File: src/rtl/memb_port_arbiter_if.sv
`default_nettype none
// ============================================================================
// Module   : memb_port_arbiter_if
// Brief    : Host / core / memory port-B signal bundle for memb_port_arbiter.
// Revision : 1.0 - initial release
// ============================================================================
interface memb_port_arbiter_if #(
    parameter int DATAPATH_WIDTH = 64,
    parameter int MEM_ADDR_WIDTH = 10
);
    logic                      en;
    logic                      host_lock;

    logic                      host_req;
    logic                      host_we;
    logic [MEM_ADDR_WIDTH-1:0] host_addr;
    logic [DATAPATH_WIDTH-1:0] host_wdata;
    logic                      host_gnt;
    logic                      host_rvalid;
    logic [DATAPATH_WIDTH-1:0] host_rdata;

    logic                      core_req;
    logic                      core_we;
    logic [MEM_ADDR_WIDTH-1:0] core_addr;
    logic [DATAPATH_WIDTH-1:0] core_wdata;
    logic                      core_gnt;
    logic                      core_rvalid;
    logic [DATAPATH_WIDTH-1:0] core_rdata;
    logic                      core_stall;

    logic [MEM_ADDR_WIDTH-1:0] mem_addr;
    logic [DATAPATH_WIDTH-1:0] mem_din;
    logic                      mem_we;
    logic [DATAPATH_WIDTH-1:0] mem_dout;

    // Arbiter side
    modport slave (
        input  en, host_lock,
        input  host_req, host_we, host_addr, host_wdata,
        output host_gnt, host_rvalid, host_rdata,
        input  core_req, core_we, core_addr, core_wdata,
        output core_gnt, core_rvalid, core_rdata, core_stall,
        output mem_addr, mem_din, mem_we,
        input  mem_dout
    );

    // Requester / memory side
    modport master (
        output en, host_lock,
        output host_req, host_we, host_addr, host_wdata,
        input  host_gnt, host_rvalid, host_rdata,
        output core_req, core_we, core_addr, core_wdata,
        input  core_gnt, core_rvalid, core_rdata, core_stall,
        input  mem_addr, mem_din, mem_we,
        output mem_dout
    );
endinterface
`default_nettype wire

File: src/rtl/memb_port_arbiter.sv
`default_nettype none
// ============================================================================
// Module   : memb_port_arbiter
// Brief    : Round-robin arbiter sharing memory port B between host and core,
//            with host lock, registered command and tagged 2-cycle read return.
// Revision : 1.0 - initial release
// ============================================================================
module memb_port_arbiter #(
    parameter int DATAPATH_WIDTH = 64,
    parameter int MEM_ADDR_WIDTH = 10
) (
    input  logic                clk,
    input  logic                reset,
    memb_port_arbiter_if.slave  bus
);
    typedef enum logic [0:0] {
        OWNER_CORE = 1'b0,
        OWNER_HOST = 1'b1
    } owner_e;

    owner_e                    r_last_gnt;
    logic [MEM_ADDR_WIDTH-1:0] r_mem_addr;
    logic [DATAPATH_WIDTH-1:0] r_mem_din;
    logic                      r_mem_we;
    logic                      r_tag_valid;
    logic                      r_tag_host;
    logic                      r_host_rvalid;
    logic                      r_core_rvalid;
    logic [DATAPATH_WIDTH-1:0] r_host_rdata;
    logic [DATAPATH_WIDTH-1:0] r_core_rdata;

    logic                      w_active;
    logic                      w_host_gnt;
    logic                      w_core_gnt;
    logic                      w_any_gnt;
    logic                      w_gnt_we;
    logic [MEM_ADDR_WIDTH-1:0] w_gnt_addr;
    logic [DATAPATH_WIDTH-1:0] w_gnt_wdata;

    // Contention goes to whoever did not win last; a lock hands the port to the host.
    always_comb begin
        w_active    = bus.en & reset;
        w_host_gnt  = w_active & bus.host_req &
                      (bus.host_lock | ~bus.core_req | (r_last_gnt == OWNER_CORE));
        w_core_gnt  = w_active & bus.core_req & ~bus.host_lock &
                      (~bus.host_req | (r_last_gnt == OWNER_HOST));
        w_any_gnt   = w_host_gnt | w_core_gnt;
        w_gnt_we    = w_host_gnt ? bus.host_we    : bus.core_we;
        w_gnt_addr  = w_host_gnt ? bus.host_addr  : bus.core_addr;
        w_gnt_wdata = w_host_gnt ? bus.host_wdata : bus.core_wdata;
    end

    always_ff @(posedge clk or negedge reset) begin
        if (!reset) begin
            r_last_gnt    <= OWNER_HOST;
            r_mem_addr    <= '0;
            r_mem_din     <= '0;
            r_mem_we      <= 1'b0;
            r_tag_valid   <= 1'b0;
            r_tag_host    <= 1'b0;
            r_host_rvalid <= 1'b0;
            r_core_rvalid <= 1'b0;
            r_host_rdata  <= '0;
            r_core_rdata  <= '0;
        end else begin
            if (w_any_gnt) begin
                r_last_gnt <= w_host_gnt ? OWNER_HOST : OWNER_CORE;
                r_mem_addr <= w_gnt_addr;
                r_mem_din  <= w_gnt_wdata;
            end
            r_mem_we      <= w_any_gnt & w_gnt_we;

            // Stage 1 tags the command now on port B; stage 2 is the rvalid itself.
            r_tag_valid   <= w_any_gnt & ~w_gnt_we;
            r_tag_host    <= w_host_gnt;
            r_host_rvalid <= r_tag_valid &  r_tag_host;
            r_core_rvalid <= r_tag_valid & ~r_tag_host;
            if (r_tag_valid & r_tag_host) begin
                r_host_rdata <= bus.mem_dout;
            end
            if (r_tag_valid & ~r_tag_host) begin
                r_core_rdata <= bus.mem_dout;
            end
        end
    end

    assign bus.host_gnt    = w_host_gnt;
    assign bus.core_gnt    = w_core_gnt;
    assign bus.core_stall  = bus.core_req & ~w_core_gnt;
    assign bus.mem_addr    = r_mem_addr;
    assign bus.mem_din     = r_mem_din;
    assign bus.mem_we      = r_mem_we;
    assign bus.host_rvalid = r_host_rvalid;
    assign bus.host_rdata  = r_host_rdata;
    assign bus.core_rvalid = r_core_rvalid;
    assign bus.core_rdata  = r_core_rdata;

endmodule
`default_nettype wire

File: src/flat_wrapper.sv
// flat-port wrapper written by rule: the top's interface ports become plain ports
module memb_port_arbiter_flat 
#(
    parameter int DATAPATH_WIDTH = 64,
    parameter int MEM_ADDR_WIDTH = 10
)
  (clk, reset, bus_en, bus_host_lock, bus_host_req, bus_host_we, bus_host_addr, bus_host_wdata, bus_host_gnt, bus_host_rvalid, bus_host_rdata, bus_core_req, bus_core_we, bus_core_addr, bus_core_wdata, bus_core_gnt, bus_core_rvalid, bus_core_rdata, bus_core_stall, bus_mem_addr, bus_mem_din, bus_mem_we, bus_mem_dout);
  memb_port_arbiter_if #(.DATAPATH_WIDTH(DATAPATH_WIDTH), .MEM_ADDR_WIDTH(MEM_ADDR_WIDTH)) bus_i ();
  input  logic clk;
  input  logic reset;
  input wire logic [$bits(bus_i.en)-1:0] bus_en;
  input wire logic [$bits(bus_i.host_lock)-1:0] bus_host_lock;
  input wire logic [$bits(bus_i.host_req)-1:0] bus_host_req;
  input wire logic [$bits(bus_i.host_we)-1:0] bus_host_we;
  input wire logic [$bits(bus_i.host_addr)-1:0] bus_host_addr;
  input wire logic [$bits(bus_i.host_wdata)-1:0] bus_host_wdata;
  output wire logic [$bits(bus_i.host_gnt)-1:0] bus_host_gnt;
  output wire logic [$bits(bus_i.host_rvalid)-1:0] bus_host_rvalid;
  output wire logic [$bits(bus_i.host_rdata)-1:0] bus_host_rdata;
  input wire logic [$bits(bus_i.core_req)-1:0] bus_core_req;
  input wire logic [$bits(bus_i.core_we)-1:0] bus_core_we;
  input wire logic [$bits(bus_i.core_addr)-1:0] bus_core_addr;
  input wire logic [$bits(bus_i.core_wdata)-1:0] bus_core_wdata;
  output wire logic [$bits(bus_i.core_gnt)-1:0] bus_core_gnt;
  output wire logic [$bits(bus_i.core_rvalid)-1:0] bus_core_rvalid;
  output wire logic [$bits(bus_i.core_rdata)-1:0] bus_core_rdata;
  output wire logic [$bits(bus_i.core_stall)-1:0] bus_core_stall;
  output wire logic [$bits(bus_i.mem_addr)-1:0] bus_mem_addr;
  output wire logic [$bits(bus_i.mem_din)-1:0] bus_mem_din;
  output wire logic [$bits(bus_i.mem_we)-1:0] bus_mem_we;
  input wire logic [$bits(bus_i.mem_dout)-1:0] bus_mem_dout;
  assign bus_i.en = bus_en;
  assign bus_i.host_lock = bus_host_lock;
  assign bus_i.host_req = bus_host_req;
  assign bus_i.host_we = bus_host_we;
  assign bus_i.host_addr = bus_host_addr;
  assign bus_i.host_wdata = bus_host_wdata;
  assign bus_host_gnt = bus_i.host_gnt;
  assign bus_host_rvalid = bus_i.host_rvalid;
  assign bus_host_rdata = bus_i.host_rdata;
  assign bus_i.core_req = bus_core_req;
  assign bus_i.core_we = bus_core_we;
  assign bus_i.core_addr = bus_core_addr;
  assign bus_i.core_wdata = bus_core_wdata;
  assign bus_core_gnt = bus_i.core_gnt;
  assign bus_core_rvalid = bus_i.core_rvalid;
  assign bus_core_rdata = bus_i.core_rdata;
  assign bus_core_stall = bus_i.core_stall;
  assign bus_mem_addr = bus_i.mem_addr;
  assign bus_mem_din = bus_i.mem_din;
  assign bus_mem_we = bus_i.mem_we;
  assign bus_i.mem_dout = bus_mem_dout;
  memb_port_arbiter #(.DATAPATH_WIDTH(DATAPATH_WIDTH), .MEM_ADDR_WIDTH(MEM_ADDR_WIDTH)) u_core (.clk(clk), .reset(reset), .bus(bus_i));
endmodule
File: config.mk
export PLATFORM = sky130hd
export DESIGN_NAME = memb_port_arbiter_flat
export DESIGN_NICKNAME = d
export VERILOG_FILES = /design/src/rtl/memb_port_arbiter_if.sv /design/src/rtl/memb_port_arbiter.sv /design/src/flat_wrapper.sv
export SDC_FILE = /design/constraint.sdc
export NUM_CORES = 1
export LEC_CHECK = 0
export CORE_AREA = 2 2 167 169
export DETAILED_ROUTE_END_ITERATION = 10
export DIE_AREA = 0 0 169 171
export GPL_TIMING_DRIVEN = 1
export HOLD_SLACK_MARGIN = 0.12
export PLACE_DENSITY_LB_ADDON = 0.2
export SLEW_MARGIN = 20
export SYNTH_ARGS = -nofsm -noshare
export SYNTH_HDL_FRONTEND = slang
export SYNTH_SLANG_ARGS = --single-unit
File: constraint.sdc
create_clock -name clk -period 1.3 [get_ports clk]
set_input_delay 0.39 -clock clk [delete_from_list [all_inputs] [get_ports clk]]
set_output_delay 0.39 -clock clk [all_outputs]
set_load 0.005 [all_outputs]
==> flow_metrics.py <==
metrics = {
    "status": {
        "outcome": "complete, but fails checks",
        "failed_checks": "hold timing, setup timing",
    },
    "timing": {
        "count_of_endpoints_failing_setup_in_the_final_report": 375,
        "timing_worst_slew_pin_value_ns": 0.6956,
        "report.final.slew_viol_count": 0,
        "fin_skew_ns": 0.01564,
        "layout_setup_ws_ns": -0.6208,
        "timing.setup.tns_ns": -65.50,
        "final_period_minus_worst_setup_slack_ns": 1.921,
        "layout_worst_path_cycle_share_pct": 147.8,
        "fmax_mhz": 520.6,
        "finalHoldViolCount": 29,
        "max-slew-margin-rel_pct": 53.63,
        "hold-worst-slack_ns": -0.03776,
        "grt_setup_unrepaired": "yes",
    },
    "cells_and_area": {
        "design.final.nets": 1498,
        "nFillCells": 2251,
        "antenna_cells_inserted": 0,
        "areaGrowthSynthToFinish_pct": 92.65,
        "drive_above_1_share_pct": 49.85,
    },
    "clock_network": {
        "max-clock-path-buffers": 3,
        "clock_sink_count": 208,
        "cts_tree": "built",
        "clkLatencyLatePin_ns": 0.52,
        "clock_tree.root_cell": "clkbuf_16",
        "htree_levels": 1,
        "clock_slew_at_the_register_clock_pins_of_the_worst_setup_and_hold_paths_ns": 0.06,
        "cts_buffers": 24,
    },
    "synth": {
        "synth.area.mux_share_pct": 17.37,
        "post_synth_and_or_nand_nor_area_fraction_pct": 10.92,
        "netlist_area_um2": 8354,
        "synthesis.nets": 917,
        "synth-seq-cells": 208,
        "synth-compound-area-share_pct": 5.886,
        "synth_unique_cells": 22,
        "dominant_combinational_cell_family_by_area_after_synthesis": "multiplexers",
        "syn-mean-instance-area_um2": 11.99,
        "synthCells": 697,
        "synth_fa_ha_area_share_pct": 0,
        "yosys_warnings": 0,
        "synth.yosys.seq_area_share_pct": 62.32,
        "synthXorXnorAreaFrac_pct": 0,
    },
    "critical_path": {
        "setup.worst_path.class": "flip-flop to primary output",
        "cp_data_arrival_time_ns": 1.53,
        "crit_path_max_fanout": 4,
        "critPathRequiredTime_ns": 0.91,
        "worstSetupStartpointType": "flip-flop",
        "cp-end-kind": "primary output",
    },
    "power": {
        "clock_power_share_pct": 31.8,
        "cellInternalPower_mw": 16.10,
        "power.net_switching_mw": 5.779,
        "peak_supply_drop_v": 0.0009455,
        "power_density_nw_per_um2": 1359,
        "pwr-share-seq_pct": 39.1,
        "p_comb_share_pct": 29.1,
        "proportion_of_total_power_due_to_net_switching_pct": 26.41,
        "p_leak_nw": 7.499,
    },
    "route": {
        "detail_route.drc_violations": 0,
        "postRouteAntennaNets": 0,
        "detail_route.wirelength_um": 34190,
        "detail_route.vias_per_cell": 4.758,
        "drt_first_pass_iters": 4,
        "routed_wire_length_per_instance_um": 20.85,
        "vias": 7803,
        "drtIter0Drc": 302,
    },
    "placement": {
        "routability_driven_placement_congestion_ratio": 0.7746,
        "hpwl_um": 19650,
        "buffer_ports.inserted": 427,
    },
    "grt": {
        "via_count_of_the_first_global_routing_pass": 7931,
        "grt_start_max_net_pins": 125,
        "grtUsageTotal_pct": 21.69,
        "wire_length_of_the_first_global_routing_pass_um": 47660,
        "antenna_found_initial": 0,
        "globalRouteOverflowTotal": 0,
    },
    "die": {
        "fp.dieH_um": 171,
        "core.rowCount": 61,
        "starting_utilization_of_the_core_area_pct": 30.58,
        "die-width_um": 169,
        "core_um2": 27320,
        "fp.dieArea_um2": 28900,
        "pin_count": 428,
    },
    "run": {
        "drv_cap": 0,
    },
    "worst_hold_path": {
        "hold_path.class": "input pin to asynchronous set/reset pin",
    },
}
-- sequential cells by signal, indices dropped and copies added (netlist names) --
name	count
u_core.bus.core_rdata	64
u_core.r_last_gnt	1
u_core.bus.mem_we	1
u_core.bus.host_rdata	64
u_core.r_tag_host	1
u_core.bus.mem_din	64
u_core.bus.mem_addr	10
u_core.r_tag_valid	1
u_core.bus.core_rvalid	1
u_core.bus.host_rvalid	1
-- critical path, cell delays in order (launching register included) --
cell and delay (ns):
dfstp_2 0.55, nor2_1 0.04, nor3_1 0.13, buf_4 0.14
buf_6 0.08, buf_6 0.08
-- cells in the mapped netlist --
master	n	share of area, %
dfrtp_1	207	62
nand2_1	150	6.7
mux2_2	128	17
nor2_1	75	3.4
a31oi_1	74	5.5
buf_4	22	2.0
buf_2	21	1.3
nor2b_1	3	0.22
and2_1	2	0.15
clkbuf_1	2	0.090
inv_1	2	0.090
a21oi_4	1	0.19
buf_1	1	0.045
dfstp_2	1	0.31
inv_2	1	0.045
mux2i_1	1	0.12
nand2b_4	1	0.16
nand3_2	1	0.12
nand3b_1	1	0.090
nor3_1	1	0.060
o21ai_0	1	0.060
o31ai_1	1	0.090
-- logic make-up (layout without fill, tap and decap cells) --
group,count (synthesis),count (layout)
AO/OA/AOI/OAI,77,77
buffers and inverters,49,645
flip-flops,208,208
AND/OR/NAND/NOR,234,235
multiplexers,129,129
-- power groups by stage --
stage	Sequential (mW)	Clock [mW]	Combinational, mW
floorplan	8.70	0	1.46
global placement	8.58	0	5.66
detailed placement	8.64	0	5.69
CTS	8.51	7.07	5.48
global route	8.71	7.41	6.81
finish	8.56	6.96	6.36
-- path summary, 6_finish.rpt --
check                                    startpoint                         to  slack, ns  cells past startpoint
max in group asynchronous                     reset  u_core.bus.host_rdata[56]       0.30                      3
max reg2reg                       u_core.r_last_gnt     u_core.bus.mem_din[60]      -0.53                     11
min in group clk                              reset          u_core.r_last_gnt       0.28                      4
max                               u_core.r_last_gnt               bus_core_gnt      -0.62                      5
min                                           reset     u_core.bus.mem_din[29]      -0.04                      2
min reg2reg                u_core.bus.host_rdata[6]   u_core.bus.host_rdata[6]       0.50                      1
-- what timing repair did --
item                                   4_1_cts  5_1_grt
buffers inserted                            60       61
gates resized for setup                   1031      194
setup endpoints to repair                  351      413
endpoints found under the hold margin       29       29
pin swaps                                  107       91
cloned                                      36        6
-- layout make-up --
class / instances / area, um^2 / share of cell area, %
Clock buffer: 38 / 734.5 / 4.563
Clock inverter: 4 / 70.07 / 0.4354
Inverter: 3 / 18.77 / 0.1166
Multi-Input combinational cell: 441 / 3810 / 23.67
Sequential cell: 208 / 5206 / 32.35
Tap cell: 346 / 432.9 / 2.690
Timing Repair Buffer: 600 / 5822 / 36.17
-- metal layers --
| layer | GRT usage (%) | routed length, um | part of all wire [%] |
|---|---|---|---|
| met5 | 0 | 0 | 0 |
| met4 | 8.473 | 1133 | 3.3 |
| met3 | 6.084 | 2761 | 8.1 |
| met2 | 39.29 | 17400 | 51 |
| met1 | 24.15 | 12890 | 38 |
-- stage by stage --
stage          utilization [%]  power, mW  instance area, um^2  std cells  worst slack, ns
4_1_cts                  55.76      21.06                15230       1597          -0.7072
3_3_place_gp             48.45      14.23                13240       1461          -0.9430
3_5_place_dp             48.45      14.33                13240       1461          -0.9096
2_1_floorplan                -      10.16                 8357        697        -0.008128
6_report                 58.90      21.88                16090       1640          -0.6208
5_1_grt                  58.90      22.93                16090       1640          -0.7163
-- cell usage in the layout (no fill, tap or decap), types with 2 or more instances in the layout --
master / instances
buf_2: 183
nand2_8: 2
nand2_4: 22
a31oi_4: 7
clkbuf_16: 30
nand2_1: 66
clkdlybuf4s50_1: 218
nand2_2: 61
buf_16: 19
nor2b_1: 2
buf_8: 16
bufinv_16: 2
buf_6: 36
inv_1: 2
mux2_2: 4
clkbuf_1: 7
clkbuf_8: 7
a31oi_1: 67
clkinv_2: 2
nor2_1: 75
buf_12: 38
dfrtp_1: 207
buf_4: 83
mux2_4: 124
(Power assumes the default switching activity.)
==> patch: new RTL, same flow settings <==
`MEM_ADDR_WIDTH` is set to 10 in 3 places; all go to 11.
--- a/src/rtl/memb_port_arbiter_if.sv
+++ b/src/rtl/memb_port_arbiter_if.sv
@@ -8,3 +8,3 @@
     parameter int DATAPATH_WIDTH = 64,
-    parameter int MEM_ADDR_WIDTH = 10
+    parameter int MEM_ADDR_WIDTH = 11
 );
--- a/src/rtl/memb_port_arbiter.sv
+++ b/src/rtl/memb_port_arbiter.sv
@@ -9,3 +9,3 @@
     parameter int DATAPATH_WIDTH = 64,
-    parameter int MEM_ADDR_WIDTH = 10
+    parameter int MEM_ADDR_WIDTH = 11
 ) (
--- a/src/flat_wrapper.sv
+++ b/src/flat_wrapper.sv
@@ -4,3 +4,3 @@
     parameter int DATAPATH_WIDTH = 64,
-    parameter int MEM_ADDR_WIDTH = 10
+    parameter int MEM_ADDR_WIDTH = 11
 )
Ports: changed (resized bus_core_addr, bus_host_addr and bus_mem_addr); port bits go from 428 to 431. The function was not compared with the original's and may differ.
==> patch against the unedited design <==
  * The run ends with setup timing left
  * Via count down 4.3%
  * Final cell count down 2.9%
  * Critical path depth unchanged
  * Routed wire length down 7.1%
  * Sequential cell count up 1
  * Area after synthesis about the same
  * Largest power group unchanged
  * Count of clock-buffer cells in the layout down 2
  * Highest routed layer is now met5
  * Power down 4.9%
  * Non-clock buffer count down 49
  * Register-to-register slack better by 0.05 ns
  * Worst setup slack better by 0.017 ns
  * Cell area down 8.6%
==> patch: results (changes against the unedited design) <==
synth_xor_area_frac: 0  # unchanged
drtIter0Drc: 434  # was 302
hold_violations: 0  # was 29
crit_fanout: 2  # was 4
ys_warn_count: 0  # unchanged
synth_seq_area_share: 0.6265  # was 0.6232
vias: 7465  # was 7,803
cp.arrival_ns: 1.51  # was 1.53 ns
r2r_slack_ns: -0.48  # was -0.53 ns
antenna_cells: 0  # unchanged
synth_fp_nets: 924  # was 917
grt_pass1_wl_um: 41520  # was 47,660 um
synth_commonest_cells: "dfrtp_1, nand2_1, mux2_2"  # unchanged
cp_top_family: "flip-flops"  # unchanged
io_buffers: 430  # was 427
failed_checks: "setup timing"  # was hold timing, setup timing
max_slew_margin: 0.5169  # was 0.5363
dpl_cell_area_um2: 13240  # about the same
drive_above_1_share: 0.4050  # was 0.4985
synth_cell_type_count: 21  # was 22
wl_per_cell_um: 19.94  # was 20.85 um
met2_length_um: 15500  # was 17,400 um
rr_worst_depth: 9  # was 11
cts_buffer_depth: 3  # unchanged
gp_congestion: 0.8456  # was 0.7746
p_leak_nw: 6.845  # was 7.499 nW
netlist_top_cells_area: "dfrtp_1, mux2_2, nand2_1, a31oi_1, nor2_1"  # unchanged
remaining_drc_errors: 0  # unchanged
area.growth.synth_to_final_pct: 76.24  # was 92.65%
setup_viol: 351  # was 375
peakVddDrop_mv: 0.7195  # was 0.9455 mV
status: "finished with violations"  # unchanged
root_buffer: "clkbuf_16"  # unchanged
grt_use_total: 0.1855  # was 0.2169
nFillCells: 2432  # was 2,251
route.top_layer_used: "met5"  # was met4
synth_compound_area_frac: 0.05963  # was 0.05886
grt_max_degree: 125  # unchanged
cts_inserted_buffers: 24  # unchanged
h-tree-depth: 1  # unchanged
wl_met3_um: 2717  # was 2761 um
worst_slack_ns: -0.6040  # was -0.6208 ns
finalClockSkew_ns: 0.01409  # was 0.01564 ns
first_pass_iters: 5  # was 4
grt_pass1_vias: 7188  # was 7,931
synth.area.mux_share: 0.1738  # was 0.1737
worstReg2RegEnd: "u_core.r_tag_valid$_DFF_PN0_"  # was u_core.bus.mem_din[60]$_DFFE_PN0P_
wl_met1_um: 12680  # was 12,890 um
synth_edf_count: 0  # unchanged
hpwl_um: 19530  # was 19,650 um
nNetsFinal: 1455  # was 1,498
==> patch: kinds of logic (layout without fill, tap and decap cells) <==
kind of cell / after synthesis / after routing
AOI/OAI and AO/OA: 78 / 78
and+or+nand+nor: 237 / 237
buffers and inverters: 49 / 594
muxes: 129 / 129
DFF: 209 / 209
==> patch: what timing repair did <==
item,4_1_cts,5_1_grt
setup buffers,30,32
gates cloned,7,23
hold buffers,1,0
endpoints found under the setup margin,372,415
hold endpoints to repair,12,0
pin swaps,23,35
gates resized for setup,875,123
==> patch: power breakdown <==
part	internal [W]	leakage (nW)	switching, W
sequential	0.00787	2.42	0.000719
combinational	0.00352	4.05	0.00210
clock	0.00397	0.378	0.00261
total	0.0154	6.85	0.00543
==> patch: layout make-up <==
cell class,instances,share of cell area
Tap cell,346,0.02942
Multi-Input combinational cell,444,0.2211
Clock buffer,36,0.04872
Timing Repair Buffer,551,0.3410
Sequential cell,209,0.3556
Inverter,3,0.0007652
Clock inverter,4,0.003316
==> patch: layer usage <==
layer,up-vias,track usage
met5,-,0
met4,2,0.06355
met3,57,0.06107
met2,338,0.3186
met1,3608,0.2190
li1,3460,-
==> patch: through the flow <==
stage / power [W] / instances / hold slack, ns / setup WS [ns] / TNS, ns
3_3_place_gp: 0.01430 / 1462 / 0.4085 / -0.9385 / -64.62
6_report: 0.02080 / 1593 / 0.1359 / -0.6040 / -57.92
4_1_cts: 0.02019 / 1539 / 0.1228 / -0.7100 / -62.30
3_5_place_dp: 0.01440 / 1462 / 0.4099 / -0.9269 / -66.08
2_1_floorplan: 0.01021 / 702 / 0.09441 / -0.04927 / -2.364
5_1_grt: 0.02185 / 1593 / 0.1623 / -0.6805 / -77.59
==> patch: tightest hold or removal path, stage by stage <==
cell	delay [ns]
clkbuf_8	0.12
buf_4	0.16
buf_4	0.40
